## config.mk

```make
export PLATFORM = sky130hd
export DESIGN_NAME = doorlock_key_conditioner
export DESIGN_NICKNAME = d
export VERILOG_FILES = /design/src/rtl/doorlock_pkg.sv /design/src/rtl/key_debounce_cell.sv /design/src/rtl/doorlock_key_conditioner.sv
export SDC_FILE = /design/constraint.sdc
export NUM_CORES = 1
export LEC_CHECK = 0
export CELL_PAD_IN_SITES_DETAIL_PLACEMENT = 0
export CELL_PAD_IN_SITES_GLOBAL_PLACEMENT = 1
export CORE_ASPECT_RATIO = 0.6
export CORE_UTILIZATION = 45
export CTS_BUF_LIST = sky130_fd_sc_hd__clkbuf_4 sky130_fd_sc_hd__clkbuf_8
export DETAILED_ROUTE_END_ITERATION = 12
export PLACE_DENSITY_LB_ADDON = 0.15
export SYNTH_ARGS = -nofsm -noshare
export SYNTH_HDL_FRONTEND = slang
export SYNTH_SLANG_ARGS = --single-unit
```

## constraint.sdc

```tcl
create_clock -name clk -period 12.4 [get_ports clk]
set_clock_uncertainty 0.2 [all_clocks]
set_input_delay 1.86 -clock clk [delete_from_list [all_inputs] [get_ports clk]]
set_output_delay 1.86 -clock clk [all_outputs]
set_load 0.005 [all_outputs]
```

## src/rtl/doorlock_pkg.sv

```systemverilog
// ---------------------------------------------------------------------------
// doorlock_pkg
// Shared definitions for the doorlock input front end.
//   NUM_KEYS      : number of conditioned inputs (10 switches + star + sharp)
//   KEY_STAR/SHARP: bit positions of the two buttons in the key vector
//   CODE_STAR/SHARP: key_code values reported for the two buttons
//   cond_state_e  : INIT/RUN state of the conditioner FSM
//   edge_mode_e   : which debounced transitions count as a key event
// ---------------------------------------------------------------------------
package doorlock_pkg;

   localparam int NUM_KEYS  = 12;
   localparam int KEY_STAR  = 10;
   localparam int KEY_SHARP = 11;

   localparam logic [3:0] CODE_STAR  = 4'hA;
   localparam logic [3:0] CODE_SHARP = 4'hB;

   typedef enum logic {
      ST_INIT = 1'b0,
      ST_RUN  = 1'b1
   } cond_state_e;

   typedef enum logic {
      EDGE_ANY  = 1'b0,  // both debounced transitions are events (slide switches)
      EDGE_RISE = 1'b1   // only the press transition is an event (buttons)
   } edge_mode_e;

   // Map a key-vector index to the code shown on the 7-segment path.
   function automatic logic [3:0] key_code_of(input logic [3:0] idx);
      logic [3:0] code;
      if (idx == 4'(KEY_STAR)) begin
         code = CODE_STAR;
      end else if (idx == 4'(KEY_SHARP)) begin
         code = CODE_SHARP;
      end else begin
         code = idx;
      end
      return code;
   endfunction

endpackage

```

## src/rtl/key_debounce_cell.sv

```systemverilog
// ---------------------------------------------------------------------------
// key_debounce_cell
// One conditioned input: 2-flop synchroniser, optional inversion, debounce
// counter, debounced state flop and a registered event pulse.
//   clk, n_rst  : system clock, synchronous active-low reset
//   raw         : asynchronous raw input
//   active_low  : 1 = input is active-low, inverted after synchronisation
//   edge_mode   : EDGE_ANY = any debounced transition is an event,
//                 EDGE_RISE = only 0->1 is an event
//   load        : while high, deb follows the synchronised value directly and
//                 no events are produced (power-on initialisation)
//   evt         : one-cycle event pulse, one cycle after deb changes
// ---------------------------------------------------------------------------
module key_debounce_cell
   import doorlock_pkg::*;
#(
   parameter int DEB_CNT = 500000,
   parameter int CNT_W   = 19
)
(
   input  logic       clk,
   input  logic       n_rst,
   input  logic       raw,
   input  logic       active_low,
   input  edge_mode_e edge_mode,
   input  logic       load,
   output logic       evt
);

   logic             sync1;
   logic             sync2;
   logic             sync_val;
   logic             deb;
   logic             deb_d;
   logic [CNT_W-1:0] cnt;

   // Inversion sits after the synchroniser so the metastability path is a
   // pure flop-to-flop chain.
   assign sync_val = sync2 ^ active_low;

   always_ff @(posedge clk) begin
      if (!n_rst) begin
         sync1 <= 1'b0;
         sync2 <= 1'b0;
         deb   <= 1'b0;
         deb_d <= 1'b0;
         cnt   <= '0;
         evt   <= 1'b0;
      end else begin
         sync1 <= raw;
         sync2 <= sync1;
         deb_d <= deb;
         evt   <= 1'b0;
         if (load) begin
            // Loading deb_d alongside deb keeps the first RUN cycle free of
            // a phantom transition.
            deb   <= sync_val;
            deb_d <= sync_val;
            cnt   <= '0;
         end else begin
            if (sync_val == deb) begin
               cnt <= '0;
            end else if (cnt == CNT_W'(DEB_CNT - 1)) begin
               // This increment would reach DEB_CNT: flip and restart, so the
               // counter never wraps.
               deb <= ~deb;
               cnt <= '0;
            end else begin
               cnt <= cnt + CNT_W'(1);
            end
            if (edge_mode == EDGE_ANY) begin
               evt <= deb ^ deb_d;
            end else begin
               evt <= deb & ~deb_d;
            end
         end
      end
   end

endmodule

```

## src/rtl/doorlock_key_conditioner.sv

```systemverilog
// ---------------------------------------------------------------------------
// doorlock_key_conditioner
// Front end for doorlock_2modes: conditions 10 slide switches and the star /
// sharp buttons into single-cycle key pulses plus an encoded last-key value.
//   clk, n_rst   : 50 MHz clock, synchronous active-low reset
//   sw_raw[9:0]  : raw slide switches, SW[i] = digit i
//   star_n_raw   : raw star button, active-low
//   sharp_n_raw  : raw sharp button, active-low
//   number[9:0]  : one-hot digit pulse, 1 cycle
//   star, sharp  : button press pulses, 1 cycle
//   key_code     : last accepted key (0-9, A = star, B = sharp), held
//   key_valid    : 1-cycle strobe, high exactly when number/star/sharp pulse;
//                  key_code is valid in that same cycle (no back-pressure)
//   multi_err    : 1-cycle pulse when two or more events collide
//   state_dbg    : current INIT/RUN state
// ---------------------------------------------------------------------------
module doorlock_key_conditioner
   import doorlock_pkg::*;
#(
   parameter int DEB_CNT = 500000,
   parameter int CNT_W   = 19
)
(
   input  logic        clk,
   input  logic        n_rst,
   input  logic [9:0]  sw_raw,
   input  logic        star_n_raw,
   input  logic        sharp_n_raw,
   output logic [9:0]  number,
   output logic        star,
   output logic        sharp,
   output logic [3:0]  key_code,
   output logic        key_valid,
   output logic        multi_err,
   output cond_state_e state_dbg
);

   // One extra bit so DEB_CNT+1 always fits, whatever CNT_W was chosen.
   localparam int INIT_W = CNT_W + 1;

   cond_state_e         state;
   logic [INIT_W-1:0]   init_cnt;
   logic [NUM_KEYS-1:0] raw_vec;
   logic [NUM_KEYS-1:0] evt;
   logic                load;
   logic [3:0]          n_evt;
   logic [3:0]          evt_idx;

   assign raw_vec   = {sharp_n_raw, star_n_raw, sw_raw};
   assign load      = (state == ST_INIT);
   assign state_dbg = state;

   for (genvar i = 0; i < NUM_KEYS; i++) begin : g_cell
      key_debounce_cell #(
         .DEB_CNT (DEB_CNT),
         .CNT_W   (CNT_W)
      ) u_cell (
         .clk        (clk),
         .n_rst      (n_rst),
         .raw        (raw_vec[i]),
         .active_low ((i >= KEY_STAR) ? 1'b1 : 1'b0),
         .edge_mode  ((i >= KEY_STAR) ? EDGE_RISE : EDGE_ANY),
         .load       (load),
         .evt        (evt[i])
      );
   end

   // Event count and index of the (last) active event; the index is only
   // used when the count is exactly one.
   always_comb begin
      n_evt   = '0;
      evt_idx = '0;
      for (int i = 0; i < NUM_KEYS; i++) begin
         if (evt[i]) begin
            n_evt   = n_evt + 4'd1;
            evt_idx = 4'(i);
         end
      end
   end

   always_ff @(posedge clk) begin
      if (!n_rst) begin
         state     <= ST_INIT;
         init_cnt  <= '0;
         number    <= '0;
         star      <= 1'b0;
         sharp     <= 1'b0;
         key_code  <= '0;
         key_valid <= 1'b0;
         multi_err <= 1'b0;
      end else begin
         number    <= '0;
         star      <= 1'b0;
         sharp     <= 1'b0;
         key_valid <= 1'b0;
         multi_err <= 1'b0;
         case (state)
            ST_INIT: begin
               // DEB_CNT+2 cycles: enough for the synchroniser to fill and
               // for deb to settle on the power-on switch positions.
               if (init_cnt == INIT_W'(DEB_CNT + 1)) begin
                  state <= ST_RUN;
               end else begin
                  init_cnt <= init_cnt + INIT_W'(1);
               end
            end
            ST_RUN: begin
               if (n_evt == 4'd1) begin
                  number    <= evt[9:0];
                  star      <= evt[KEY_STAR];
                  sharp     <= evt[KEY_SHARP];
                  key_valid <= 1'b1;
                  key_code  <= key_code_of(evt_idx);
               end else if (n_evt > 4'd1) begin
                  // Ambiguous input: drop every key and flag it.
                  multi_err <= 1'b1;
               end
            end
            default: state <= ST_INIT;
         endcase
      end
   end

endmodule
```

## Yosys cells after proc, flatten, opt, wreduce, memory -nomap -nowiden

Cells that the tools add are included.

| operators by class | value |
|---|---|
| $add $sub $neg | 24 |
| multipliers | 0 |
| divide/modulo/power cells | 0 |
| magnitude comparators | 1 |
| eq/ne operators | 52 |
| shifts and indexed selects | 0 |
| muxes and demuxes | 77 |
| bitwise gates (word level) | 31 |
| reduce and logical (&&, ||, !) cells | 29 |

Operators by type and width:

| operator | count |
|---|---|
| $add 19x1->19 const B | 12 |
| $eq 19x19->1 const B | 12 |
| $mux 4 | 23 |
| $mux 1 | 54 |
| $reduce_or 4->1 | 12 |
| $add 4x1->4 const B | 11 |
| $reduce_and 2->1 | 15 |
| $ne 2x1->1 const B | 12 |
| $ne 2x2->1 const B | 12 |
| $add 20x1->20 const B | 1 |
| $eq 20x19->1 const B | 1 |
| $not 1->1 | 19 |
| $eq 1x1->1 | 12 |
| $xor 1x1->1 | 10 |
| $eq 4x4->1 const B | 2 |
| $eq 4x1->1 const B | 1 |
| $gt 4x1->1 const B | 1 |
| $reduce_and 3->1 | 1 |
| $reduce_or 3->1 | 1 |
| $and 1x1->1 | 2 |

| word-level totals | value |
|---|---|
| flip-flop bits (word level) | 327 |
| latch bits | 0 |
| RAM bits | 0 |
| ROM bits | 0 |
| input bits | 14 |
| logic and storage cells | 294 |
| memories kept | 0 |

## Longest topological paths before layout

| depth | value |
|---|---|
| depth in word-level cells | 25 |
| gate-level depth with buffers | 31 |
| depth with buffers taken out | 29 |

## By module

A second synthesis with hierarchy kept.

| unflattened totals | value |
|---|---|
| cells, all modules | 1800 |
| area total of the unflattened synthesis | 16405.7 um^2 |

Modules (own cells, without submodules):

| module | times used | cells each | area an instance (um^2) |
|---|---|---|---|
| key_debounce_cell at g_cell[0].u_cell ... | 11 | 124 | 1144.8 |
| doorlock_key_conditioner | 1 | 310 | 2688.8 |
| key_debounce_cell at g_cell[9].u_cell | 1 | 126 | 1123.6 |

## Worst setup path after synthesis

OpenSTA, ideal clock, no wires.

| timing | value |
|---|---|
| path type | flip-flop to flip-flop |
| from | register g_cell[0].u_cell.evt |
| to | register key_code[3] |
| library setup time | 0.134 ns |
| arrival | 6.218 ns |
| data required time | 12.066 ns |
| slack | 5.848 ns |
| cell stages (with the launch flop) | 32 |
| path buffers | 2 |
| cell sequence | dfxtp_1 > inv_1 > ha_1 > buf_2 > xnor2_2 > inv_1 > ha_1 > nand3b_1 > mux2i_1 > a221o_1 > ha_1 > xor3_1 > nor2_1 > o311a_1 > a31o_1 > nand2b_1 > inv_1 > ha_1 > a21oi_1 > o31ai_1 > xnor2_1 > mux2i_1 > ha_1 > xnor2_1 > a21oi_1 > and4b_1 > or3_1 > a211oi_1 > o2111ai_2 > buf_6 > nor3_2 > nor3_2 |

| on the way | value |
|---|---|
| word-level cells in the longest chain between the ends | 25 |

RTL lines:

| element | line | source |
|---|---|---|
| start, declared | key_debounce_cell.sv:27 | `output logic evt` |
| start signal, assigned | key_debounce_cell.sv:72 | `evt <= deb ^ deb_d;` |
| start signal, assigned | key_debounce_cell.sv:74 | `evt <= deb & ~deb_d;` |
| $mux 1 * | doorlock_key_conditioner.sv:74 | `if (evt[i]) begin` |
| $add 4x1->4 | doorlock_key_conditioner.sv:75 | `n_evt = n_evt + 4'd1;` |
| $mux 4 * | doorlock_key_conditioner.sv:74 |  |
| $add 4x1->4 | doorlock_key_conditioner.sv:75 |  |
| $mux 4 * | doorlock_key_conditioner.sv:74 |  |
| $add 4x1->4 | doorlock_key_conditioner.sv:75 |  |
| $mux 4 * | doorlock_key_conditioner.sv:74 |  |
| $add 4x1->4 | doorlock_key_conditioner.sv:75 |  |
| [... 9 more ...] | - |  |
| $add 4x1->4 | doorlock_key_conditioner.sv:75 |  |
| $mux 4 * | doorlock_key_conditioner.sv:74 |  |
| $add 4x1->4 | doorlock_key_conditioner.sv:75 |  |
| $mux 4 * | doorlock_key_conditioner.sv:74 |  |
| $add 4x1->4 | doorlock_key_conditioner.sv:75 |  |
| $mux 4 * | doorlock_key_conditioner.sv:74 |  |
| $eq 4x1->1 * | doorlock_key_conditioner.sv:108 | `if (n_evt == 4'd1) begin` |
| $reduce_and 2->1 (no source line) * | - |  |
| end signal, assigned | doorlock_key_conditioner.sv:113 | `key_code <= key_code_of(evt_idx);` |
| end, declared | doorlock_key_conditioner.sv:32 | `output logic [3:0] key_code,` |

Every way passes the cells marked *; elsewhere a longest branch is shown, timed or not.
A chain may end at the register's enable or synchronous reset.

## Worst setup path in the final report

| timing | value |
|---|---|
| from | register g_cell[1].u_cell.evt |
| to | register key_code[1] |

| on the way | value |
|---|---|
| word-level cells in the longest chain between the ends | 23 |
| elaborated cells on any way between the ends | 38 |

RTL lines:

| element | line |
|---|---|
| start, declared | key_debounce_cell.sv:27 |
| start signal, assigned | key_debounce_cell.sv:72 |
| start signal, assigned | key_debounce_cell.sv:74 |
| $mux 4 | doorlock_key_conditioner.sv:74 |
| $add 4x1->4 | doorlock_key_conditioner.sv:75 |
| $mux 4 | doorlock_key_conditioner.sv:74 |
| $add 4x1->4 | doorlock_key_conditioner.sv:75 |
| $mux 4 | doorlock_key_conditioner.sv:74 |
| $add 4x1->4 | doorlock_key_conditioner.sv:75 |
| $mux 4 | doorlock_key_conditioner.sv:74 |
| $add 4x1->4 | doorlock_key_conditioner.sv:75 |
| [... 7 more ...] | - |
| $add 4x1->4 | doorlock_key_conditioner.sv:75 |
| $mux 4 | doorlock_key_conditioner.sv:74 |
| $add 4x1->4 | doorlock_key_conditioner.sv:75 |
| $mux 4 | doorlock_key_conditioner.sv:74 |
| $add 4x1->4 | doorlock_key_conditioner.sv:75 |
| $mux 4 | doorlock_key_conditioner.sv:74 |
| $eq 4x1->1 | doorlock_key_conditioner.sv:108 |
| $reduce_and 2->1 (no source line) | - |

Parallel ways exist; a longest one is shown, timed or not.

==> metrics.yaml <==
synth_nets: 1732
cts_num_sinks: 327
diodes: 0
die_w_um: 236
status: "completed"
async_flop_share_pct: 0
r2r_start: "g_cell[1].u_cell.evt"
hold_viol: 0
antenna_found_initial: 0
post_cts.repair.setup_buffers: 0
crit_buf_inv: 3
rows: 50
synth_area_mm2: 0.0147
io_pins: 33
critPathTopFamily: "compound AO/OA/AOI/OAI gates"
yosysUniqueCellTypes: 77
worstSkewPairLatency_ns: 0.59
crit_path_start_kind: "flop"
grt_pass1_vias: 10186
leakagePower_nw: 5.55
timing.final.crit_share_pct: 62.9
ctsResizeCount: 0
cts_hold_buffers: 0
power_mw: 2.05
io_buffers: 32
grt_pass1_wl_mm: 51.2
layout_common_cells: "nor2_1, dfxtp_1, nand2_1"
drc: 0
drt-total-wl_mm: 30.1
powerDensity_mw_per_mm2: 124
routedWlPerCell_um: 13.8
setup.worst_path.class: "flop to flop"
cp_slowest_cell: "o2111ai_2"
first_iter_violations: 688
setup_viol: 0
min_path_type: "flop to flop"
core_mm2: 0.0317
required_ns: 12.70
crit_path_frequent_cell: "ha_1"
grt_use_total_pct: 18.4
antenna_left: 0
cts_buffer_depth: 3
layout_commonest_cell: "nor2_1"
htree_levels: 2
drive_gt1_share_pct: 7.36
post-route-min-period_ns: 7.80
worstPathArrival_ns: 8.10
timing.fmax_ghz: 0.128
min-delay-start: "g_cell[10].u_cell.deb_d"
synth_cells: 1692
nets: 1769
grt.overflow.total: 0
via_per_inst: 5.06
drtPass1Iterations: 5
detailroute.via_count: 11049
cts_buffers: 51
clk_pin_slew_ns: 0.06
grt_max_degree: 58
cp_max_fo: 12
rsz0062_at_grt: "no"
gp_congestion: 0.788
ys_ff_latch: 327
die_h_um: 142
fin_setup_tns_ns: 0
start_util_pct: 46.5
yosysSeqAreaShare_pct: 44.4
worst_slew_pin_slew_ns: 1.01
slew_headroom_pct: 32.7
slew_viol_final: 0
synth_edf_count: 0
synth.avg_cell_area_um2: 8.71
yosys_warnings: 0
die_area_mm2: 0.0335
critPathCaptureType: "flop"
slowest_delay_ns: 0.45
area_delta_synth_final_pct: 11.8
drv_cap: 0
crit_path_start: "g_cell[1].u_cell.evt"
hpwl_mm: 20.3
cts-root-buf: "clkbuf_8"
cts_tree: "yes"
synth_ff_type: "dfxtp_1"
irDropWorstVdd_mv: 0.0770
registers in the layout, indices dropped and copies added (netlist names):
name                 count
g_cell.u_cell.deb       12
g_cell.u_cell.cnt      228
g_cell.u_cell.evt       12
multi_err                1
g_cell.u_cell.sync2     12
g_cell.u_cell.sync1     12
init_cnt                20
number                  10
state_dbg                1
sharp                    1
star                     1
key_code                 4
key_valid                1
g_cell.u_cell.deb_d     12
per-layer routing:
layer | part of all wire, % | GRT usage [%] | vias up
li1 | - | - | 5788
met1 | 58 | 29.2 | 5033
met2 | 36 | 24.3 | 186
met3 | 5.0 | 3.84 | 42
met4 | 1.4 | 4.75 | 0
met5 | 0 | 0 | -
cells in the mapped netlist, types with 4 or more instances:
| library cell | number | area share, % |
|---|---|---|
| nor2_1 | 328 | 8.4 |
| nor3_1 | 21 | 0.71 |
| xnor2_1 | 98 | 5.8 |
| nor4b_1 | 16 | 0.95 |
| xnor3_1 | 4 | 0.61 |
| or3_1 | 31 | 1.3 |
| xnor2_2 | 4 | 0.44 |
| nand3_1 | 109 | 3.7 |
| nand2_1 | 154 | 3.9 |
| o21ai_0 | 29 | 0.98 |
| nor4_1 | 11 | 0.47 |
| nand4_1 | 47 | 2.0 |
| and2_1 | 34 | 1.4 |
| and3_1 | 37 | 1.6 |
| dfxtp_1 | 327 | 44 |
| and4_1 | 6 | 0.36 |
| a21oi_1 | 47 | 1.6 |
| clkbuf_1 | 40 | 1.0 |
| ha_1 | 26 | 2.2 |
| xor2_1 | 147 | 8.7 |
| a211oi_1 | 7 | 0.36 |
| o21ai_1 | 4 | 0.14 |
| nor3b_1 | 5 | 0.25 |
| inv_1 | 40 | 1.0 |
| nor4_2 | 8 | 0.68 |
| nor2b_1 | 9 | 0.38 |
| o31ai_1 | 4 | 0.20 |
| mux2i_1 | 19 | 1.3 |
| buf_2 | 4 | 0.14 |
worst paths after layout:
check	to	slack, ns	depth (start not counted)
max reg2reg	key_code[1]	4.60	29
min reg2reg	g_cell[10].u_cell.evt	0.19	1
max	key_code[1]	4.60	29
min	g_cell[10].u_cell.evt	0.19	1
cell families after synthesis:
logic type | count (synthesis) | synth area share [%]
and+or+nand+nor | 843 | 27.7
xor gates and xnor gates | 258 | 16.3
DFF | 327 | 44.4
muxes | 21 | 1.52
AOI/OAI and AO/OA | 123 | 5.26
adders and majority gates | 26 | 2.21
buffers and inverters | 94 | 2.58
through the flow:
| step | instance area (um2) | hold WS [ns] | std cells | util (%) | setup WS [ns] |
|---|---|---|---|---|---|
| floorplan | 14700 | 0.173 | 1692 | - | 5.85 |
| CTS | 16500 | 0.188 | 2183 | 51.9 | 4.65 |
| global placement | 15400 | 0.176 | 2092 | 48.5 | 4.87 |
| detailed placement | 15400 | 0.179 | 2092 | 48.5 | 4.73 |
| global route | 16500 | 0.202 | 2183 | 51.9 | 4.07 |
| finish | 16500 | 0.186 | 2183 | 51.9 | 4.60 |
where the power goes:
| group | internal (mW) | switching (mW) | leakage [nW] | total [mW] |
|---|---|---|---|---|
| clock | 0.541 | 0.422 | 0.583 | 0.964 |
| combinational | 0.0109 | 0.0115 | 2.32 | 0.0224 |
| sequential | 1.06 | 0.00549 | 2.64 | 1.06 |
| total | 1.61 | 0.439 | 5.55 | 2.05 |
worst register-to-register path, delay by kind of cell, from the launching register on:
family / cells / cell delay [ns]
AOI/OAI and AO/OA: 9 / 2.28
adders and majority gates: 5 / 1.76
xor gates and xnor gates: 4 / 1.19
and+or+nand+nor: 5 / 1.08
muxes: 3 / 0.51
DFF: 1 / 0.37
buffers and inverters: 3 / 0.34
cell type report:
| cell class | instances | area (um2) |
|---|---|---|
| fillers | 2955 | 15300 |
| clock inverters | 10 | 109 |
| multi-input cells | 1271 | 7810 |
| well taps | 416 | 520 |
| clock buffers | 81 | 977 |
| flip-flops and latches | 327 | 6550 |
| inverters | 43 | 161 |
| repair buffers | 35 | 343 |
No activity file was read; power rests on OpenSTA's default activity.
